`src/rtl/async_fifo_rd_stream_pkg.sv`:
```
// Shared constants for the dual-clock FIFO read-side stream adapter.
package async_fifo_rd_stream_pkg;

    // Depth of the adapter output buffer (words).
    localparam int BUF_DEPTH = 2;

    // Word width shared by the FIFO and the adapter.
    localparam int FIFO_DATA_WIDTH = 64;

    // Width of the beat index for a given burst length (never below one bit).
    function automatic int beat_idx_width(input int burst_len);
        if (burst_len <= 2) begin
            beat_idx_width = 1;
        end else begin
            beat_idx_width = $clog2(burst_len);
        end
    endfunction

endpackage

```
`src/rtl/async_fifo_rd_stream_skid_buf2.sv`:
```
// Two-entry strictly ordered buffer: head register drives the stream,
// tail register absorbs the word that arrives while the head is stalled.
module stream_skid_buf2
    import async_fifo_rd_stream_pkg::*;
#(
    parameter int DATA_WIDTH = FIFO_DATA_WIDTH
) (
    input  logic                  clk,
    input  logic                  rst_n,
    input  logic                  push,
    input  logic [DATA_WIDTH-1:0] push_data,
    input  logic                  pop,
    output logic [DATA_WIDTH-1:0] head_data,
    output logic [1:0]            occ
);

    logic [DATA_WIDTH-1:0] head_r;
    logic [DATA_WIDTH-1:0] tail_r;
    logic [1:0]            occ_r;
    logic [DATA_WIDTH-1:0] head_nxt_s;
    logic [DATA_WIDTH-1:0] tail_nxt_s;
    logic [1:0]            occ_nxt_s;

    // Next-state of the two entries: the head always holds the oldest word.
    always_comb begin
        head_nxt_s = head_r;
        tail_nxt_s = tail_r;
        occ_nxt_s  = occ_r;
        case ({push, pop})
            2'b10: begin
                if (occ_r == 2'd0) begin
                    head_nxt_s = push_data;
                end else begin
                    tail_nxt_s = push_data;
                end
                occ_nxt_s = occ_r + 2'd1;
            end
            2'b01: begin
                head_nxt_s = tail_r;
                occ_nxt_s  = occ_r - 2'd1;
            end
            2'b11: begin
                // Head leaves, new word joins behind whatever remains.
                if (occ_r == 2'd2) begin
                    head_nxt_s = tail_r;
                    tail_nxt_s = push_data;
                end else begin
                    head_nxt_s = push_data;
                end
            end
            default: begin
                occ_nxt_s = occ_r;
            end
        endcase
    end

    // Buffer storage and occupancy registers.
    always_ff @(posedge clk or negedge rst_n) begin
        if (!rst_n) begin
            head_r <= {DATA_WIDTH{1'b0}};
            tail_r <= {DATA_WIDTH{1'b0}};
            occ_r  <= 2'd0;
        end else begin
            head_r <= head_nxt_s;
            tail_r <= tail_nxt_s;
            occ_r  <= occ_nxt_s;
        end
    end

    assign head_data = head_r;
    assign occ       = occ_r;

endmodule

```
`src/rtl/async_fifo_rd_stream.sv`:
```
// Read-side drain adapter: turns the FIFO's registered read port into a
// valid/ready stream with fixed-length burst framing.
module async_fifo_rd_stream
    import async_fifo_rd_stream_pkg::*;
#(
    parameter int DATA_WIDTH = FIFO_DATA_WIDTH,
    parameter int BURST_LEN  = 16,
    localparam int IDX_W     = beat_idx_width(BURST_LEN)
) (
    input  logic                  rd_clk,
    input  logic                  rd_rst_n,
    output logic                  fifo_rd_en,
    input  logic                  fifo_empty,
    input  logic [DATA_WIDTH-1:0] fifo_dout,
    output logic                  m_valid,
    input  logic                  m_ready,
    output logic [DATA_WIDTH-1:0] m_data,
    output logic                  m_last,
    output logic [IDX_W-1:0]      beat_idx
);

    localparam logic [IDX_W-1:0] LAST_BEAT = IDX_W'(BURST_LEN - 1);
    localparam logic [1:0]       DEPTH     = 2'(BUF_DEPTH);

    logic [1:0]       occ_s;
    logic             inflight_r;
    logic [IDX_W-1:0] beat_r;
    logic             pop_s;
    logic             room_s;

    assign m_valid = (occ_s != 2'd0);
    assign pop_s   = m_valid & m_ready;
    // Buffered plus in-flight words never exceed the buffer depth.
    assign room_s  = ((occ_s + {1'b0, inflight_r}) < DEPTH);
    // Reset gating keeps the FIFO from being read while both sides are held.
    assign fifo_rd_en = rd_rst_n & ~fifo_empty & (room_s | pop_s);

    stream_skid_buf2 #(
        .DATA_WIDTH (DATA_WIDTH)
    ) u_buf (
        .clk       (rd_clk),
        .rst_n     (rd_rst_n),
        .push      (inflight_r),
        .push_data (fifo_dout),
        .pop       (pop_s),
        .head_data (m_data),
        .occ       (occ_s)
    );

    // Track the accepted read whose data lands on fifo_dout next cycle.
    always_ff @(posedge rd_clk or negedge rd_rst_n) begin
        if (!rd_rst_n) begin
            inflight_r <= 1'b0;
        end else begin
            inflight_r <= fifo_rd_en;
        end
    end

    // Beat counter: advances per delivered word, wraps at the burst end,
    // holds across gaps so bursts resume where they left off.
    always_ff @(posedge rd_clk or negedge rd_rst_n) begin
        if (!rd_rst_n) begin
            beat_r <= {IDX_W{1'b0}};
        end else if (pop_s) begin
            if (beat_r == LAST_BEAT) begin
                beat_r <= {IDX_W{1'b0}};
            end else begin
                beat_r <= beat_r + {{(IDX_W-1){1'b0}}, 1'b1};
            end
        end else begin
            beat_r <= beat_r;
        end
    end

    assign m_last   = (beat_r == LAST_BEAT);
    assign beat_idx = beat_r;

endmodule

```
`config.mk`:
```
export PLATFORM = sky130hd
export DESIGN_NAME = async_fifo_rd_stream
export DESIGN_NICKNAME = d
export VERILOG_FILES = /design/src/rtl/async_fifo_rd_stream_pkg.sv /design/src/rtl/async_fifo_rd_stream_skid_buf2.sv /design/src/rtl/async_fifo_rd_stream.sv
export SDC_FILE = /design/constraint.sdc
export NUM_CORES = 1
export LEC_CHECK = 0
export CAP_MARGIN = 20
export CORE_ASPECT_RATIO = 0.8
export CORE_MARGIN = 10
export CORE_UTILIZATION = 46
export DETAILED_ROUTE_END_ITERATION = 12
export PLACE_DENSITY_LB_ADDON = 0.1
export SLEW_MARGIN = 0
export SYNTH_ARGS = -nofsm -noshare
export SYNTH_HDL_FRONTEND = slang
export SYNTH_HIERARCHICAL = 1
export SYNTH_SLANG_ARGS = --single-unit
```
`constraint.sdc`:
```
create_clock -name rd_clk -period 2.1 [get_ports rd_clk]
set_input_delay 0.315 -clock rd_clk [delete_from_list [all_inputs] [get_ports rd_clk]]
set_output_delay 0.315 -clock rd_clk [all_outputs]
set_load 0.03 [all_outputs]
```
-- After elaboration in Yosys (flattened, before gate mapping)
Index checks and enable logic that the tools add are counted.
- input bits: 68
- word-level logic and storage cells: 38
- output and inout bits: 71
- flip-flop bits (word level): 135
- order comparisons: 1
- reduce and logical (&&, ||, !) cells: 7
- add/sub/neg operators: 4
- equal/unequal tests: 8
- muxes and demuxes: 8
- bitwise gates (word level): 5
- operators with widths (operator ; number):
    64-bit 2-to-1 mux ; 4
    64-bit case mux with 3 select lines ; 1
    64-bit case mux with 2 select lines ; 1
    2-bit equality test (second input constant) ; 3
    2-bit nonzero test ; 3
    4-bit by 1-bit adder with 4-bit output (second input constant) ; 1
    4-bit equality test (second input constant) ; 1
    4-bit 2-to-1 mux ; 1
    2-bit by 1-bit != test with 1-bit output (second input constant) ; 2
    2-bit case mux with 2 select lines ; 1
    1-bit AND ; 3
    3-bit AND reduction ; 1
    3-bit nonzero test ; 1
    2-bit by 1-bit adder with 2-bit output ; 1
    2-bit by 1-bit adder with 2-bit output (second input constant) ; 1
    2-bit by 1-bit equality test with 1-bit output (second input constant) ; 1
    2-bit logical NOT ; 1
    2-bit less-than comparator (second input constant) ; 1
    2-bit != test (second input constant) ; 1
    2-bit AND reduction ; 1
    2-bit by 1-bit subtractor with 2-bit output (second input constant) ; 1
    1-bit NOT ; 1
    1-bit OR ; 1

-- Logic depth before layout (Yosys ltp)
Gate-level depths: netlist (run 1).
- depth after elaboration: 5
- depth in mapped cells: 8
- mapped depth without buffers: 6

-- Modules after synthesis
Netlist (run 1), hierarchy kept.
- modules (own cells, without submodules) (module ; cells each ; times used ; seq. area each (um2) ; area an instance (um2)):
    stream_skid_buf2 ; 459 ; 1 ; 3253.1 ; 5833.1
    async_fifo_rd_stream ; 24 ; 1 ; 125.1 ; 261.5

-- Worst setup path before layout (run 1)
Ideal clock, no wire load.
- path kind: register to register
- start point: register u_buf.occ_r[1], in the netlist u_buf/occ[1]
- end point: register u_buf.tail_r[10]
- cell stages (with the launch flop): 6
- path buffers: 1
- data arrival time: 1.949 ns
- data required time: 1.975 ns
- setup time: 0.125 ns
- period minus slack after synthesis: 2.074 ns
- path slack: 0.026 ns
- path through: dfrtp_1 o21a_4 ha_1 a211oi_4 buf_6 mux2_2
- word-level cells in the longest chain between the ends: 5
- elaborated cells on any way between the ends: 11
- classes of those cells: eq/ne: 5; mux: 1; bitwise: 1; reduce/logical: 4
- RTL lines (what ; RTL line ; RTL):
    start: declaration ; async_fifo_rd_stream_skid_buf2.sv:19 ; logic [1:0] occ_r;
    start signal: assignment ; async_fifo_rd_stream_skid_buf2.sv:66 ; occ_r <= occ_nxt_s;
    2-bit nonzero test * ; async_fifo_rd_stream.sv:31 ; assign m_valid = (occ_s != 2'd0);
    1-bit AND * ; async_fifo_rd_stream.sv:32 ; assign pop_s = m_valid & m_ready;
    net pop_s ; async_fifo_rd_stream.sv:28 ; logic pop_s;
    2-bit equality test ; async_fifo_rd_stream_skid_buf2.sv:29 ; case ({push, pop})
    2-bit by 1-bit != test with 1-bit output (no line) (tied with other cells) ; - ;
    3-bit AND reduction (no line) ; - ;
    end signal: assignment ; async_fifo_rd_stream_skid_buf2.sv:61 ; tail_r <= {DATA_WIDTH{1'b0}};
    end signal: assignment ; async_fifo_rd_stream_skid_buf2.sv:65 ; tail_r <= tail_nxt_s;
    end: declaration ; async_fifo_rd_stream_skid_buf2.sv:18 ; logic [DATA_WIDTH-1:0] tail_r;
The timed path passes the listed nets; every way through them passes the cells marked *.
A chain may end at the register's enable or synchronous reset.

-- Worst setup path after layout (run 1)
- start point: register u_buf.occ_r[0], in the netlist u_buf/occ[0]
- end point: register u_buf.head_r[63], in the netlist u_buf/head_data[63]
- word-level cells in the longest chain between the ends: 5
- elaborated cells on any way between the ends: 12
- classes of those cells: eq/ne: 5; mux: 2; bitwise: 1; reduce/logical: 4
- RTL lines (what ; RTL line ; RTL):
    2-bit nonzero test * ; async_fifo_rd_stream.sv:31 ;
    1-bit AND * ; async_fifo_rd_stream.sv:32 ;
    net pop_s ; async_fifo_rd_stream.sv:28 ;
    2-bit equality test / 2-bit by 1-bit equality test with 1-bit output (equally long branches) ; async_fifo_rd_stream_skid_buf2.sv:29 ;
    2-bit by 1-bit != test with 1-bit output (no line) / 3-bit nonzero test (equally long branches) ; - ;
    2-bit AND reduction (no line) ; - ;
    end signal: assignment ; async_fifo_rd_stream_skid_buf2.sv:60 ; head_r <= {DATA_WIDTH{1'b0}};
    end signal: assignment ; async_fifo_rd_stream_skid_buf2.sv:64 ; head_r <= head_nxt_s;
    end: declaration ; async_fifo_rd_stream_skid_buf2.sv:17 ; logic [DATA_WIDTH-1:0] head_r;
Marked as above.

==> results.toml, run 1 <==
[sta]
hold_viol_final = 0
slew_headroom = 0.704
fmax_ghz = 0.496
slew_violations = 0
rsz0062_at_grt = "true"
worst_slew_pin_slew_ns = 0.444
fin_crit_sh = 0.960
setup_slack_ns = 0.0849
setup_viol = 0
fin_skew_ns = 0.00832
whs_ns = 0.329
min_period_ns = 2.02

[pwr]
p_int_uw = 8950
peakVddDrop_v = 0.00108
p_total_uw = 14400
power.switching_uw = 5420
pwr-share-seq = 0.330
pwr_density_cell_nw_per_um2 = 1700
swShare = 0.377
p_comb_frac = 0.461
clkPwrFrac = 0.210
p_leak_uw = 0.00335

[yosys]
yosysSeqAreaShare = 0.554
synth_simple_gate_area_frac = 0.0123
synth-compound-area-share = 0.250
synth-xor-area-share = 0.00719
synthCells = 483
syn_area_per_cell_um2 = 12.6
synthMuxAreaShare = 0.120
ys_warn_count = 6
ys_seq_elements = 135
synth_top_family_by_area = "compound AO/OA/AOI/OAI gates"
synth_fp_nets = 556
synthAdderAreaFrac = 0.0103
netlist-cell-type-count = 32
synth.cell_area_um2 = 6090

[floorplan]
die_area_um2 = 18300
io_pins = 139
initial_core_util = 0.472
die_height_um = 123
rows = 37
core_um2 = 12900
die_w_um = 149

[clock_network]
htree_levels = 4
clkTransAtPathRegs_ns = 0.07
cts_root_buffer = "clkbuf_16"
clock_sink_count = 135
cts_inserted_buffers = 17
post-cts-setup-buffers = 0
cts_max_path_buffers = 2
tritoncts = "yes"
clk_latency_ns = 0.41

[detailed_routing]
post_drt_wl_per_cell_um = 22.0
post-route-drc-count = 0
via_per_inst = 6.01
drt_iter0_drc = 348
vias = 4847
drt-total-wl_mm = 17.7
ant_nets = 0
dr.pass1.iters = 5

[critical_path]
worstPathArrival_ns = 2.29
r2r-end = "u_buf/head_data[63]"
rr_worst_depth = 7
reg2reg_from = "u_buf/occ[0]"
ff2ff_setup_slack_ns = 0.08
endpoint_kind = "register"
start_kind = "register"
worstSetupPathType = "reg2reg"
cp-startpoint = "u_buf/occ[0]"
crit_path_max_fanout = 16
worstPathRequired_ns = 2.38

[global_routing]
grt_max_degree = 78
gr-total-overflow = 0
grt_pass1_vias = 5374
antenna_found_initial = 0
grt_first_pass_wirelength_mm = 28.9
gr-usage-all-layers = 0.197

[cells_and_area]
final_common_cell = "dfrtp_1"
stdcell_area_um2 = 8460
n_fill_cell = 950
num_antenna_cells = 0
area_delta_synth_final_pct = 38.8
drive_above_1_share = 0.227
final_net_count = 691
final_cell_mix = "135 x dfrtp_1, 134 x clkdlybuf4s50_1, 67 x o21ai_0"
final_core_util = 0.655

[placed_design]
port_buffers = 138
dpl_worst_slack_ns = -0.239
dp_hpwl_mm = 11.4
placed_cell_area_um2 = 7790
gp_congestion = 0.766

[status]
status = "completed"

[run]
cap_violations = 0

[min_path]
hp-class = "in2async"
==> flip-flops by register name, summed over array words and instances (netlist names) <==
| register | cells |
|---|---|
| inflight_r | 1 |
| u_buf/occ | 2 |
| beat_idx | 4 |
| u_buf/tail_r | 64 |
| u_buf/head_data | 64 |
==> worst max-delay path: stages, from the launching register on <==
cell,delay [ns]
dfrtp_1,0.39
o21a_4,0.24
ha_1,0.23
buf_4,0.16
nand2b_2,0.22
buf_4,0.23
a311oi_1,0.31
a2bb2oi_1,0.12
==> layout make-up <==
| class | instances | area, um2 | share of cell area |
|---|---|---|---|
| Timing Repair Buffer | 171 | 1740 | 0.206 |
| Tap cell | 175 | 219 | 0.0259 |
| Multi-Input combinational cell | 289 | 2500 | 0.296 |
| Clock buffer | 18 | 439 | 0.0519 |
| Clock inverter | 14 | 164 | 0.0194 |
| Sequential cell | 135 | 3380 | 0.399 |
| Inverter | 4 | 15.0 | 0.00177 |
==> worst max-delay path by stage <==
stage / to
5_1_grt: u_buf/head_data[5]
3_5_place_dp: u_buf/tail_r[41]
3_3_place_gp: u_buf/tail_r[47]
4_1_cts: u_buf/head_data[14]
6_report: u_buf/head_data[63]
2_1_floorplan: u_buf/tail_r[10]
==> layer usage <==
layer  track usage  up-vias  wire length [um]  share of wire
met5             0        -                 0              0
met4        0.0680        0               176         0.0099
met3        0.0705       19              1380          0.078
met2         0.302      187              8080           0.46
met1         0.255     2476              8110           0.46
li1              -     2165                 -              -
==> cell usage after synthesis, drive strengths merged <==
cell / count / area, um2
a211oi: 1 / 20.0
a21oi: 1 / 5.00
a2bb2oi: 64 / 561
a311oi: 64 / 561
and3: 1 / 6.26
and3b: 1 / 8.76
buf: 16 / 119
clkbuf: 39 / 148
dfrtp: 135 / 3380
ha: 5 / 62.6
inv: 4 / 15.0
mux2: 65 / 732
nand2: 3 / 11.3
nand2b: 1 / 6.26
nand3b: 1 / 7.51
nand4: 1 / 6.26
nor2: 3 / 13.8
o211a: 1 / 10.0
o211ai: 1 / 7.51
o21a: 2 / 22.5
o21ai: 67 / 335
or2: 1 / 6.26
or3b: 1 / 8.76
xnor2: 2 / 17.5
xor2: 3 / 26.3
==> stage by stage <==
stage               instances  TNS (ns)
finish                    806         0
global route              806   -0.0336
CTS                       806         0
detailed placement        773    -23.46
global placement          773    -18.67
floorplan                 483         0
==> what timing repair did <==
action	CTS	global route
hold endpoints to repair	23	0
gates resized for setup	2	9
hold buffers	1	0
setup endpoints to repair	2	9
==> logic make-up (layout without fill, tap and decap cells) <==
kind of cell	after synthesis	after routing
AO/OA/AOI/OAI	201	201
flip-flops	135	135
multiplexers	65	65
buffers and inverters	59	207
AND/OR/NAND/NOR	13	13
adder cells (fa/ha/maj)	5	5
XOR/XNOR	5	5
==> power by group through the flow <==
stage	Combinational (uW)	Sequential (uW)	Clock, uW
global route	7060	4900	3190
global placement	6490	4700	0
finish	6620	4730	3010
detailed placement	6600	4740	0
CTS	6620	4730	3070
floorplan	2820	5890	0
No activity file was read; power rests on OpenSTA's default activity.
==> inputs of run 2 (changes only) <==
--- a/config.mk
+++ b/config.mk
@@ -8,8 +8,9 @@
 export CAP_MARGIN = 20
 export CORE_ASPECT_RATIO = 0.8
 export CORE_MARGIN = 10
-export CORE_UTILIZATION = 46
+export CORE_UTILIZATION = 50
 export DETAILED_ROUTE_END_ITERATION = 12
+export GPL_ROUTABILITY_DRIVEN = 0
 export PLACE_DENSITY_LB_ADDON = 0.1
 export SLEW_MARGIN = 0
 export SYNTH_ARGS = -nofsm -noshare
==> constraint.sdc (replaced) <==
create_clock -name rd_clk -period 2 [get_ports rd_clk]
set_input_delay 0.3 -clock rd_clk [delete_from_list [all_inputs] [get_ports rd_clk]]
set_output_delay 0.3 -clock rd_clk [all_outputs]
set_load 0.03 [all_outputs]
==> results.toml, run 2 (same netlist as run 1, synthesis figures left out) <==
[sta]
setup_viol = 0
whs_ns = 0.483
worst_slew_pin_slew_ns = 0.698
fin_skew_ns = 0.00780
hold_viol_final = 0
fmax_ghz = 0.517
min_period_ns = 1.93
rsz0062_at_grt = "false"
fin_crit_sh = 0.967
slew_headroom = 0.535
slew_violations = 0
setup_tns_ns = 0

[detailed_routing]
wl_met2_mm = 8.67
drt-total-wl_mm = 18.1
drt_iter0_drc = 436
top_layer_used = "met4"
ant_nets = 0
post-route-drc-count = 0
via_per_inst = 6.38
dr_wl_met3_mm = 1.61
dr.pass1.iters = 6
post_drt_wl_per_cell_um = 23.4
m1WireLength_mm = 7.58
vias = 4936

[cells_and_area]
final_core_util = 0.720
area_delta_synth_final_pct = 38.6
num_antenna_cells = 0
final_net_count = 686
drive_above_1_share = 0.214
n_fill_cell = 825
layout.cells.non_filler = 774
final_cell_mix = "134 x dfrtp_1, 134 x clkdlybuf4s50_1, 67 x o21ai_0"

[pwr]
pwr_density_cell_nw_per_um2 = 1820
p_leak_uw = 0.00334
p_total_uw = 15400
peakVddDrop_v = 0.00107

[clock_network]
clock_sink_count = 135
htree_levels = 4
cts_root_buffer = "clkbuf_16"
clkTransAtPathRegs_ns = 0.06
cts_inserted_buffers = 17
tritoncts = "yes"
cts_max_path_buffers = 2
clk_latency_ns = 0.41

[critical_path]
worstPathRequired_ns = 2.29
ff2ff_setup_slack_ns = 0.07
endpoint_kind = "register"
crit_path_max_fanout = 30
worstSetupPathType = "reg2reg"
start_kind = "register"
worstPathArrival_ns = 2.22

[placed_design]
dp.cells = 739
dp_hpwl_mm = 11.3
port_buffers = 138

[global_routing]
gr-usage-all-layers = 0.207
grt_pass1_vias = 5250
grt_first_pass_wirelength_mm = 28.4
grt_max_degree = 81
gr-total-overflow = 0
antenna_found_initial = 0

[floorplan]
die_w_um = 143
initial_core_util = 0.519
die_height_um = 119
core_um2 = 11700
die_area_um2 = 17000
io_pins = 139
rows = 35

[status]
status = "completed"

[run]
cap_violations = 0

[min_path]
hp-class = "reg2reg"
-- run 2: changes by cell type in the layout (fill, tap and decap cells not counted), sizes merged --
cell,previous run,this run
buf,34,28
bufinv,2,5
clkbuf,18,22
clkinv,3,5
clkinvlp,3,1
dlygate4sd2,2,1
inv,10,5
-- run 2: routing by layer --
| metal | vias to the layer above | global-route usage |
|---|---|---|
| met2 | 239 | 0.309 |
| li1 | 2157 | - |
| met4 | 0 | 0.0662 |
| met5 | - | 0 |
| met1 | 2518 | 0.277 |
| met3 | 22 | 0.0672 |
-- run 2: power breakdown --
part / internal (uW) / switching [uW]
Combinational: 3340 / 3630
Clock: 2250 / 1160
Sequential: 4140 / 843
-- run 2: area by class of cell --
class / instances / area (um2) / area share
Inverter: 4 / 15.0 / 0.00178
Tap cell: 148 / 185 / 0.0219
Sequential cell: 135 / 3380 / 0.400
Clock buffer: 20 / 447 / 0.0529
Multi-Input combinational cell: 289 / 2480 / 0.293
Clock inverter: 12 / 199 / 0.0235
Timing Repair Buffer: 166 / 1750 / 0.207
-- run 2: critical path: stages (launching register included) --
cell	delay (ns)
dfrtp_2	0.40
o21a_4	0.24
ha_4	0.18
a211oi_4	0.23
buf_6	0.16
buf_12	0.21
mux2_2	0.37
-- run 2: path summary, 6_finish.rpt --
| check | start | endpoint | cells past startpoint |
|---|---|---|---|
| setup / recovery | u_buf/occ[1] | u_buf/tail_r[45] | 6 |
| hold / removal | u_buf/tail_r[12] | u_buf/tail_r[12] | 1 |
| setup reg to reg | u_buf/occ[1] | u_buf/tail_r[45] | 6 |
| hold reg to reg | u_buf/tail_r[12] | u_buf/tail_r[12] | 1 |
| max in group asynchronous | rd_rst_n | u_buf/occ[1] | 3 |
| min in group asynchronous | rd_rst_n | u_buf/tail_r[34] | 3 |
-- run 2: stage by stage --
step	area (um2)	worst slack, ns
floorplan	6120	-0.0264
global route	8450	0.0143
CTS	8420	0.0429
detailed placement	7760	-0.230
finish	8450	0.0659
global placement	7760	-0.183
-- run 2: what timing repair did --
action	4_1_cts	5_1_grt
gates cloned	0	1
resized for setup	2	3
buffers inserted	0	1
pin swaps	0	0
endpoints found under the setup margin	2	3
endpoints found under the hold margin	80	0
hold buffers	1	0
